`src/rtl/csk_block_subtractor_if.sv`:
```
// Handshake and operand/result bundle for the block-serial borrow-skip subtractor.
// The producer/consumer uses the master view and the subtractor uses the slave view.
interface csk_block_subtractor_if #(
  parameter int unsigned WIDTH = 16
);
  localparam int unsigned NBLK  = WIDTH / 4;
  localparam int unsigned CNT_W = $clog2(NBLK) + 1;

  logic             in_valid;
  logic             in_ready;
  logic [WIDTH-1:0] a;
  logic [WIDTH-1:0] b;
  logic             bin;
  logic             out_valid;
  logic             out_ready;
  logic [WIDTH-1:0] diff;
  logic             bout;
  logic             ovf;
  logic [CNT_W-1:0] skip_cnt;

  modport master (
    output in_valid, a, b, bin, out_ready,
    input  in_ready, out_valid, diff, bout, ovf, skip_cnt
  );

  modport slave (
    input  in_valid, a, b, bin, out_ready,
    output in_ready, out_valid, diff, bout, ovf, skip_cnt
  );
endinterface

```
`src/rtl/csk_block_subtractor.sv`:
```
// Multi-cycle subtractor: diff = a - b - bin, one 4-bit block per clock.
// A block whose bit pairs are all equal forwards its incoming borrow through a skip mux.
module csk_block_subtractor #(
  parameter int unsigned WIDTH = 16
) (
  input  logic                  clk,
  input  logic                  rst_n,
  csk_block_subtractor_if.slave bus
);
  localparam int unsigned NBLK  = WIDTH / 4;
  localparam int unsigned CNT_W = $clog2(NBLK) + 1;
  localparam int unsigned IDX_W = (NBLK > 1) ? $clog2(NBLK) : 1;

  typedef enum logic [1:0] {
    IDLE = 2'd0,
    BUSY = 2'd1,
    DONE = 2'd2
  } state_e;

  state_e             state_q, state_d;
  logic               in_ready_q, in_ready_d;
  logic [WIDTH-1:0]   a_q, a_d;
  logic [WIDTH-1:0]   b_q, b_d;
  logic               br_q, br_d;
  logic [IDX_W-1:0]   idx_q, idx_d;
  logic [CNT_W-1:0]   skip_q, skip_d;
  logic [WIDTH-1:0]   part_q, part_d;
  logic               out_valid_q, out_valid_d;
  logic [WIDTH-1:0]   diff_q, diff_d;
  logic               bout_q, bout_d;
  logic               ovf_q, ovf_d;
  logic [CNT_W-1:0]   skip_cnt_q, skip_cnt_d;

  logic [3:0]         blk_a, blk_b, blk_d;
  logic [4:0]         brv;
  logic               blk_p, blk_bo;

  // Current block: ripple borrow chain plus propagate-driven skip mux
  always_comb begin
    blk_a  = a_q[{idx_q, 2'b00} +: 4];
    blk_b  = b_q[{idx_q, 2'b00} +: 4];
    brv    = '0;
    blk_d  = '0;
    brv[0] = br_q;
    for (int j = 0; j < 4; j++) begin
      blk_d[j]   = blk_a[j] ^ blk_b[j] ^ brv[j];
      brv[j+1]   = (~blk_a[j] & blk_b[j]) | (~(blk_a[j] ^ blk_b[j]) & brv[j]);
    end
    blk_p  = &(~(blk_a ^ blk_b));
    blk_bo = blk_p ? br_q : brv[4];
  end

  // Next-state and datapath updates
  always_comb begin
    state_d     = state_q;
    a_d         = a_q;
    b_d         = b_q;
    br_d        = br_q;
    idx_d       = idx_q;
    skip_d      = skip_q;
    part_d      = part_q;
    out_valid_d = out_valid_q;
    diff_d      = diff_q;
    bout_d      = bout_q;
    ovf_d       = ovf_q;
    skip_cnt_d  = skip_cnt_q;

    unique case (state_q)
      IDLE: begin
        if (bus.in_valid) begin
          a_d     = bus.a;
          b_d     = bus.b;
          br_d    = bus.bin;
          idx_d   = '0;
          skip_d  = '0;
          part_d  = '0;
          state_d = BUSY;
        end
      end
      BUSY: begin
        part_d[{idx_q, 2'b00} +: 4] = blk_d;
        br_d   = blk_bo;
        skip_d = skip_q + CNT_W'(blk_p);
        idx_d  = IDX_W'(idx_q + 1'b1);
        // Last block: publish the result on the same edge as DONE entry
        if (idx_q == IDX_W'(NBLK - 1)) begin
          state_d     = DONE;
          diff_d      = part_d;
          bout_d      = blk_bo;
          ovf_d       = (a_q[WIDTH-1] != b_q[WIDTH-1]) && (part_d[WIDTH-1] != a_q[WIDTH-1]);
          skip_cnt_d  = skip_d;
          out_valid_d = 1'b1;
        end
      end
      DONE: begin
        if (bus.out_ready) begin
          out_valid_d = 1'b0;
          state_d     = IDLE;
        end
      end
      default: state_d = IDLE;
    endcase

    in_ready_d = (state_d == IDLE);
  end

  always_ff @(posedge clk or negedge rst_n) begin
    if (!rst_n) begin
      state_q     <= IDLE;
      in_ready_q  <= 1'b1;
      a_q         <= '0;
      b_q         <= '0;
      br_q        <= 1'b0;
      idx_q       <= '0;
      skip_q      <= '0;
      part_q      <= '0;
      out_valid_q <= 1'b0;
      diff_q      <= '0;
      bout_q      <= 1'b0;
      ovf_q       <= 1'b0;
      skip_cnt_q  <= '0;
    end else begin
      state_q     <= state_d;
      in_ready_q  <= in_ready_d;
      a_q         <= a_d;
      b_q         <= b_d;
      br_q        <= br_d;
      idx_q       <= idx_d;
      skip_q      <= skip_d;
      part_q      <= part_d;
      out_valid_q <= out_valid_d;
      diff_q      <= diff_d;
      bout_q      <= bout_d;
      ovf_q       <= ovf_d;
      skip_cnt_q  <= skip_cnt_d;
    end
  end

  assign bus.in_ready  = in_ready_q;
  assign bus.out_valid = out_valid_q;
  assign bus.diff      = diff_q;
  assign bus.bout      = bout_q;
  assign bus.ovf       = ovf_q;
  assign bus.skip_cnt  = skip_cnt_q;

endmodule

```
`src/flat_wrapper.sv`:
```
// flat-port wrapper written by rule: the top's interface ports become plain ports
module csk_block_subtractor_flat 
#(
  parameter int unsigned WIDTH = 16
)
  (clk, rst_n, bus_in_valid, bus_a, bus_b, bus_bin, bus_out_ready, bus_in_ready, bus_out_valid, bus_diff, bus_bout, bus_ovf, bus_skip_cnt);
  csk_block_subtractor_if #(.WIDTH(WIDTH)) bus_i ();
  input  logic clk;
  input  logic rst_n;
  input wire logic [$bits(bus_i.in_valid)-1:0] bus_in_valid;
  input wire logic [$bits(bus_i.a)-1:0] bus_a;
  input wire logic [$bits(bus_i.b)-1:0] bus_b;
  input wire logic [$bits(bus_i.bin)-1:0] bus_bin;
  input wire logic [$bits(bus_i.out_ready)-1:0] bus_out_ready;
  output wire logic [$bits(bus_i.in_ready)-1:0] bus_in_ready;
  output wire logic [$bits(bus_i.out_valid)-1:0] bus_out_valid;
  output wire logic [$bits(bus_i.diff)-1:0] bus_diff;
  output wire logic [$bits(bus_i.bout)-1:0] bus_bout;
  output wire logic [$bits(bus_i.ovf)-1:0] bus_ovf;
  output wire logic [$bits(bus_i.skip_cnt)-1:0] bus_skip_cnt;
  assign bus_i.in_valid = bus_in_valid;
  assign bus_i.a = bus_a;
  assign bus_i.b = bus_b;
  assign bus_i.bin = bus_bin;
  assign bus_i.out_ready = bus_out_ready;
  assign bus_in_ready = bus_i.in_ready;
  assign bus_out_valid = bus_i.out_valid;
  assign bus_diff = bus_i.diff;
  assign bus_bout = bus_i.bout;
  assign bus_ovf = bus_i.ovf;
  assign bus_skip_cnt = bus_i.skip_cnt;
  csk_block_subtractor #(.WIDTH(WIDTH)) u_core (.clk(clk), .rst_n(rst_n), .bus(bus_i));
endmodule
```
`config.mk`:
```
export PLATFORM = sky130hd
export DESIGN_NAME = csk_block_subtractor_flat
export DESIGN_NICKNAME = d
export VERILOG_FILES = /design/src/rtl/csk_block_subtractor_if.sv /design/src/rtl/csk_block_subtractor.sv /design/src/flat_wrapper.sv
export SDC_FILE = /design/constraint.sdc
export NUM_CORES = 1
export LEC_CHECK = 0
export CAP_MARGIN = 25
export CORE_MARGIN = 8
export CORE_UTILIZATION = 63
export CTS_CLUSTER_DIAMETER = 200
export CTS_CLUSTER_SIZE = 20
export DETAILED_ROUTE_END_ITERATION = 16
export DONT_BUFFER_PORTS = 1
export MAX_ROUTING_LAYER = met4
export PLACE_DENSITY_LB_ADDON = 0.1
export SETUP_SLACK_MARGIN = 0.5
export SKIP_LAST_GASP = 1
export SYNTH_ARGS = -nofsm -noshare
export SYNTH_HDL_FRONTEND = slang
export SYNTH_SLANG_ARGS = --single-unit
```
`constraint.sdc`:
```
create_clock -name clk -period 4 [get_ports clk]
set_clock_uncertainty 0.2 [all_clocks]
set_input_delay 1.2 -clock clk [delete_from_list [all_inputs] [get_ports clk]]
set_output_delay 1.2 -clock clk [all_outputs]
set_load 0.005 [all_outputs]
```
==> results of run 1 <==
-- per-stage QoR --
step	instance area, um2	utilization [%]
after floorplan	3670	-
after global placement	3720	66.7
after detailed placement	3720	66.7
after CTS	3950	70.9
after global routing	3970	71.1
final	3970	71.1
-- power by group --
| part | internal (mW) | leakage [nW] | switching, mW | total [mW] |
|---|---|---|---|---|
| logic | 0.825 | 0.655 | 1.08 | 1.90 |
| clock network | 0.385 | 0.114 | 0.268 | 0.653 |
| registers | 1.14 | 1.01 | 0.228 | 1.37 |
-- cells in the mapped netlist --
master	instances	area, um2
dfrtp_1	78	1950
mux2_2	33	372
nand2_1	30	113
o21ai_0	24	120
inv_1	18	67.6
ha_1	12	150
a22oi_1	11	82.6
a21oi_1	10	50.1
a22o_1	9	78.8
a32o_1	9	90.1
buf_2	8	40.0
mux4_2	8	180
clkbuf_1	5	18.8
nor2b_1	5	31.3
a21o_1	4	30.0
fa_1	4	80.1
nor2_1	4	15.0
buf_1	2	7.51
buf_4	2	15.0
or3_1	2	12.5
a22oi_2	1	12.5
a31oi_1	1	6.26
and2_1	1	6.26
dfstp_2	1	26.3
mux2i_1	1	10.0
nand2b_1	1	6.26
nand2b_4	1	13.8
nand4_1	1	6.26
nor2_2	1	6.26
nor3_1	1	5.00
nor3_2	1	10.0
nor3b_1	1	7.51
nor4b_2	1	15.0
nor4bb_1	1	10.0
o21bai_1	1	7.51
xnor2_1	1	8.76
-- cell families (layout without fill, tap and decap cells) --
group	count (synthesis)	count (layout)	synth area share, %
compound gates	70	70	13.0
mux	42	42	15.3
flops	79	79	54.0
fa+ha+maj	16	16	6.28
buf+inv	35	43	4.06
simple gates	51	51	7.04
xor+xnor	1	1	0.239
-- final cells by class --
type | count | area [um2]
multi-input combinational | 180 | 1540
inverter | 18 | 67.6
sequential | 79 | 1980
tap | 72 | 90.1
fill | 415 | 1610
clock buffer | 13 | 159
timing repair buffer | 9 | 67.6
clock inverter | 3 | 65.1
-- routing by layer --
| layer | global-route usage (%) | wire length [um] |
|---|---|---|
| met1 | 22.6 | 3230 |
| met2 | 28.9 | 3510 |
| met3 | 4.40 | 344 |
| met4 | 9.93 | 177 |
| met5 | - | 0 |
-- placed cells by master, fill, tap and decap left out, types with 10 or more instances in the layout --
cell	count
a21oi_1	10
a22oi_1	11
clkbuf_8	11
dfrtp_1	77
ha_1	12
inv_1	16
mux2_2	33
nand2_1	30
o21ai_0	24
-- worst reg2reg max path, delay by kind of cell (launching register included) --
kind	cells	cell delay, ns
compound gates	2	0.19
fa+ha+maj	4	1.37
buf+inv	4	0.38
flops	1	0.41
mux	1	0.39
simple gates	1	0.32
-- worst max path at each step --
stage | startpoint | endpoint | slack [ns] | cells past startpoint
2_1_floorplan | u_core.idx_q[0] | u_core.bus.ovf | 0.54 | 13
3_3_place_gp | u_core.idx_q[0] | u_core.bus.ovf | 0.52 | 12
3_5_place_dp | u_core.idx_q[0] | u_core.bus.ovf | 0.43 | 12
4_1_cts | u_core.idx_q[0] | u_core.bus.ovf | 0.59 | 12
5_1_grt | u_core.idx_q[0] | u_core.bus.ovf | 0.51 | 12
6_report | u_core.idx_q[0] | u_core.bus.ovf | 0.68 | 12
-- sequential cells by signal (all words and copies together), names as in the netlist, 2 cells and up --
register             count
u_core.idx_q             2
u_core.skip_q            3
u_core.state_q           2
u_core.part_q           16
u_core.bus.skip_cnt      3
u_core.a_q              16
u_core.b_q              16
u_core.bus.diff         16
-- timing repair --
action | in CTS | in global routing
resized for setup | 0 | 2
setup buffers | 1 | 2
gates cloned | 0 | 0
setup endpoints to repair | 1 | 1
endpoints found under the hold margin | 0 | 0
==> qor.txt, run 1 <==
min cycle time layout: 3.32 ns
hold_buf cts: 0
Final TNS setup: 0 ns
Hold Vio Cnt, Final: 0
Min-Delay Endpoint: u_core.part_q[6]
Worst-Skew Late Latency: 0.34 ns
largest net degree at the start of global routing: 80
count of buffers from port buffering: 0
DRT iter0 DRCs: 136
die span in x: 92.3 um
first-pass GRT wire length: 12100 um
register clock-pin slew on the reported worst setup and hold paths: 0.08 ns
Post-Syn Area: 0.00366 mm2
HP Class: flip-flop to flip-flop
Mapped Nets: 347
crit path max-delay cell type: fa_1
delay-heaviest family, CP: adder cells
Die H: 92.3 um
Synth cell types: 36
CP max FO: 6
RSZ-0062 raised after global routing: no
final hold slack: 0.296 ns
die area: 0.00851 mm2
Worst R2R Start: u_core.idx_q[0]
Vias/cell: 5.98
P&R area growth vs syn: 8.23%
Starting Density: 65.7%
DP HPWL: 5080 um
peak supply drop: 0.600 mV
Cells after DPL: 355
Final Total Pwr: 3.92 mW
total core area: 0.00557 mm2
WL final: 7260 um
drt drc: 0
GPL Wtd Cong: 0.840
Row Count: 27
Setup violations, final: 0
clk sinks: 79
Final WS setup: 0.680 ns
Avg Inst Size Synth: 12.5 um2
initial antenna violation count: 0
Leak Pwr: 1.78 nW
CTS tree: built
max-slew violations: 0
Worst path max stage delay: 0.44 ns
CP Buf/Inv Count: 4
PwrDens: 990 mW/mm2
Cells after Synth: 294
crit share post-route: 83.0%
cell-by-cell listing of the critical path: buf_4 > mux4_2 > fa_1 > inv_1 > fa_1 > fa_1 > inv_1 > fa_1 > inv_2 > a22oi_2 > or3_1 > a21oi_1
antenna cell count: 0
antenna viol nets, final: 0
Non-Filler Instances: 374
Routed WL per cell: 19.4 um
worst-margin pin slew: 0.830 ns
# IOs: 60
Synthesis Warnings: 0
Synth Register Bits: 79
WS Path Type: flip-flop to flip-flop
Rel. slew slack: 44.2%
Fmax: 301 MHz
status: finished, final reports clean
Nets: 350
Worst R2R Path Depth: 12
Max Cap Viol: 0
# H-tree levels: 3
first-pass iteration count of the detailed router: 4
critical path endpoint category: flip-flop
global route overflow: 0
root buffer cell: clkbuf_8
setup slack, reg-to-reg: 0.68 ns
FF-to-FF End: u_core.bus.ovf
Num CTS Buffers: 9
layout cells sized above 1: 24.2%
GRT Total Usage: 18.8%
min-delay src: u_core.part_q[6]
pre-CTS WS: 0.433 ns
hold path depth: 1
critical path required time: 4.07 ns
Max clock buf depth: 2
Crit path arrival time: 3.39 ns
total number of vias: 2235
critical path launch point type: flip-flop
register area share after synthesis: 54.0%
Crit path top cell by count: fa_1
vias in the first global route: 2396
Power figures use the tool's default switching activity.
==> inputs of run 2 (changes only) <==
==> constraint.sdc (replaced) <==
create_clock -name clk -period 3.3 [get_ports clk]
set_clock_uncertainty 0.2 [all_clocks]
set_input_delay 0.99 -clock clk [delete_from_list [all_inputs] [get_ports clk]]
set_output_delay 0.99 -clock clk [all_outputs]
set_load 0.005 [all_outputs]
==> qor.txt, run 2 (synthesis results as in run 1) <==
status: finished, final reports clean (unchanged)
Routed WL per cell: 19.7 um (was 19.4 um)
Row Count: 27 (unchanged)
vias in the first global route: 2350 (was 2396)
Rel. slew slack: 43.1% (was 44.2%)
final core utilization: 73.7% (was 71.1%)
final hold slack: 0.125 ns (was 0.296 ns)
crit share post-route: 99.1% (was 83.0%)
antenna viol nets, final: 0 (unchanged)
peak supply drop: 1.02 mV (was 0.600 mV)
first-pass iteration count of the detailed router: 4 (unchanged)
critical path launch point type: flip-flop (unchanged)
GRT Total Usage: 19.3% (was 18.8%)
RSZ-0062 raised after global routing: yes (was no)
P&R area growth vs syn: 12.1% (was 8.23%)
critical path depth: 12 (unchanged)
die area: 0.00851 mm2 (unchanged)
layout cells sized above 1: 32.5% (was 24.2%)
root buffer cell: clkbuf_8 (unchanged)
Fmax: 306 MHz (was 301 MHz)
Crit path arrival time: 3.34 ns (was 3.39 ns)
drt drc: 0 (unchanged)
Max Cap Viol: 0 (unchanged)
worst-margin pin slew: 0.851 ns (was 0.830 ns)
critical path required time: 3.37 ns (was 4.07 ns)
register clock-pin slew on the reported worst setup and hold paths: 0.08 ns (about the same)
placed inst area: 0.00375 mm2 (was 0.00372 mm2)
Worst path max stage delay: 0.51 ns (was 0.44 ns)
WL final: 7550 um (was 7260 um)
Worst-Skew Late Latency: 0.35 ns (was 0.34 ns)
WS Path Type: flip-flop to flip-flop (unchanged)
HP Class: primary input to asynchronous set/reset pin (was flip-flop to flip-flop)
Max clock buf depth: 2 (unchanged)
Vias/cell: 5.92 (was 5.98)
Setup violations, final: 0 (unchanged)
CP max FO: 4 (was 6)
final instance area: 0.00411 mm2 (was 0.00397 mm2)
Final WS setup: 0.0290 ns (was 0.680 ns)
max-slew violations: 0 (unchanged)
most common cell after layout, fill and taps aside: dfrtp_1 (unchanged)
Final Total Pwr: 5.17 mW (was 3.92 mW)
initial antenna violation count: 0 (unchanged)
Cells after DPL: 358 (was 355)
Hold Vio Cnt, Final: 0 (unchanged)
min cycle time layout: 3.27 ns (was 3.32 ns)
first-pass GRT wire length: 12200 um (was 12100 um)
global route overflow: 0 (unchanged)
CTS tree: built (unchanged)
count of buffers from port buffering: 0 (unchanged)
Die H: 92.3 um (unchanged)
DP HPWL: 5070 um (was 5080 um)
# IOs: 60 (unchanged)
most frequent cells in the layout: 77 x dfrtp_1, 33 x mux2_2, 30 x nand2_1 (unchanged)
clk sinks: 79 (unchanged)
total number of vias: 2269 (was 2235)
Starting Density: 65.7% (unchanged)
CP Buf/Inv Count: 4 (unchanged)
Worst R2R Path Depth: 12 (unchanged)
filler instances: 397 (was 415)
Num CTS Buffers: 9 (unchanged)
delay-heaviest family, CP: adder cells (unchanged)
die span in x: 92.3 um (unchanged)
GPL Wtd Cong: 0.812 (was 0.840)
DRT iter0 DRCs: 179 (was 136)
# H-tree levels: 3 (unchanged)
cell-by-cell listing of the critical path: mux4_2 > inv_2 > fa_2 > inv_2 > fa_2 > fa_2 > inv_2 > fa_2 > inv_2 > a22oi_2 > or3_1 > a21oi_1 (was buf_4 > mux4_2 > fa_1 > inv_1 > fa_1 > fa_1 > inv_1 > fa_1 > inv_2 > a22oi_2 > or3_1 > a21oi_1)
Final TNS setup: 0 ns (unchanged)
Leak Pwr: 1.80 nW (was 1.78 nW)
Non-Filler Instances: 383 (was 374)
Nets: 359 (was 350)
crit path max-delay cell type: mux4_2 (was fa_1)
critical path endpoint category: flip-flop (unchanged)
pre-CTS WS: -0.0484 ns (was 0.433 ns)
largest net degree at the start of global routing: 80 (unchanged)
total core area: 0.00557 mm2 (unchanged)
PwrDens: 1260 mW/mm2 (was 990 mW/mm2)
antenna cell count: 0 (unchanged)
run 2: cell type report:
cell class	count	area (um2)	share of cell area, %
Timing Repair Buffer	18	143	3.47
Multi-Input combinational cell	180	1640	39.9
Clock buffer	12	145	3.53
Clock inverter	4	45.0	1.10
Inverter	18	67.6	1.65
Sequential cell	79	1980	48.2
Tap cell	72	90.1	2.19
run 2: routing by layer:
layer | part of all wire [%] | up-vias | track usage [%]
met2 | 49 | 64 | 29.6
met4 | 2.0 | 0 | 9.26
met1 | 42 | 1118 | 22.8
met5 | 0 | - | -
met3 | 7.0 | 13 | 5.70
li1 | - | 1074 | -
run 2: where the power goes:
group          internal (mW)  leakage [nW]  switching [mW]
registers               1.38          1.01           0.292
clock network          0.367         0.100           0.337
logic                   1.29         0.691            1.51
total                   3.04          1.80            2.14
run 2: path summary, 6_finish.rpt:
check	slack (ns)	end	start
max	0.03	u_core.bus.ovf	u_core.idx_q[0]
min	0.13	u_core.bus.diff[14]	rst_n
max reg2reg	0.03	u_core.bus.ovf	u_core.idx_q[0]
min reg2reg	0.29	u_core.part_q[10]	u_core.part_q[10]
max in group asynchronous	2.59	u_core.bus.in_ready	rst_n
min in group clk	0.29	u_core.part_q[10]	u_core.part_q[10]
run 2: what timing repair did:
action / CTS / global route
setup buffers: 7 / 2
gates resized for setup: 19 / 10
setup endpoints to repair: 16 / 29
hold buffers: 0 / 0
pin swaps: 4 / 6
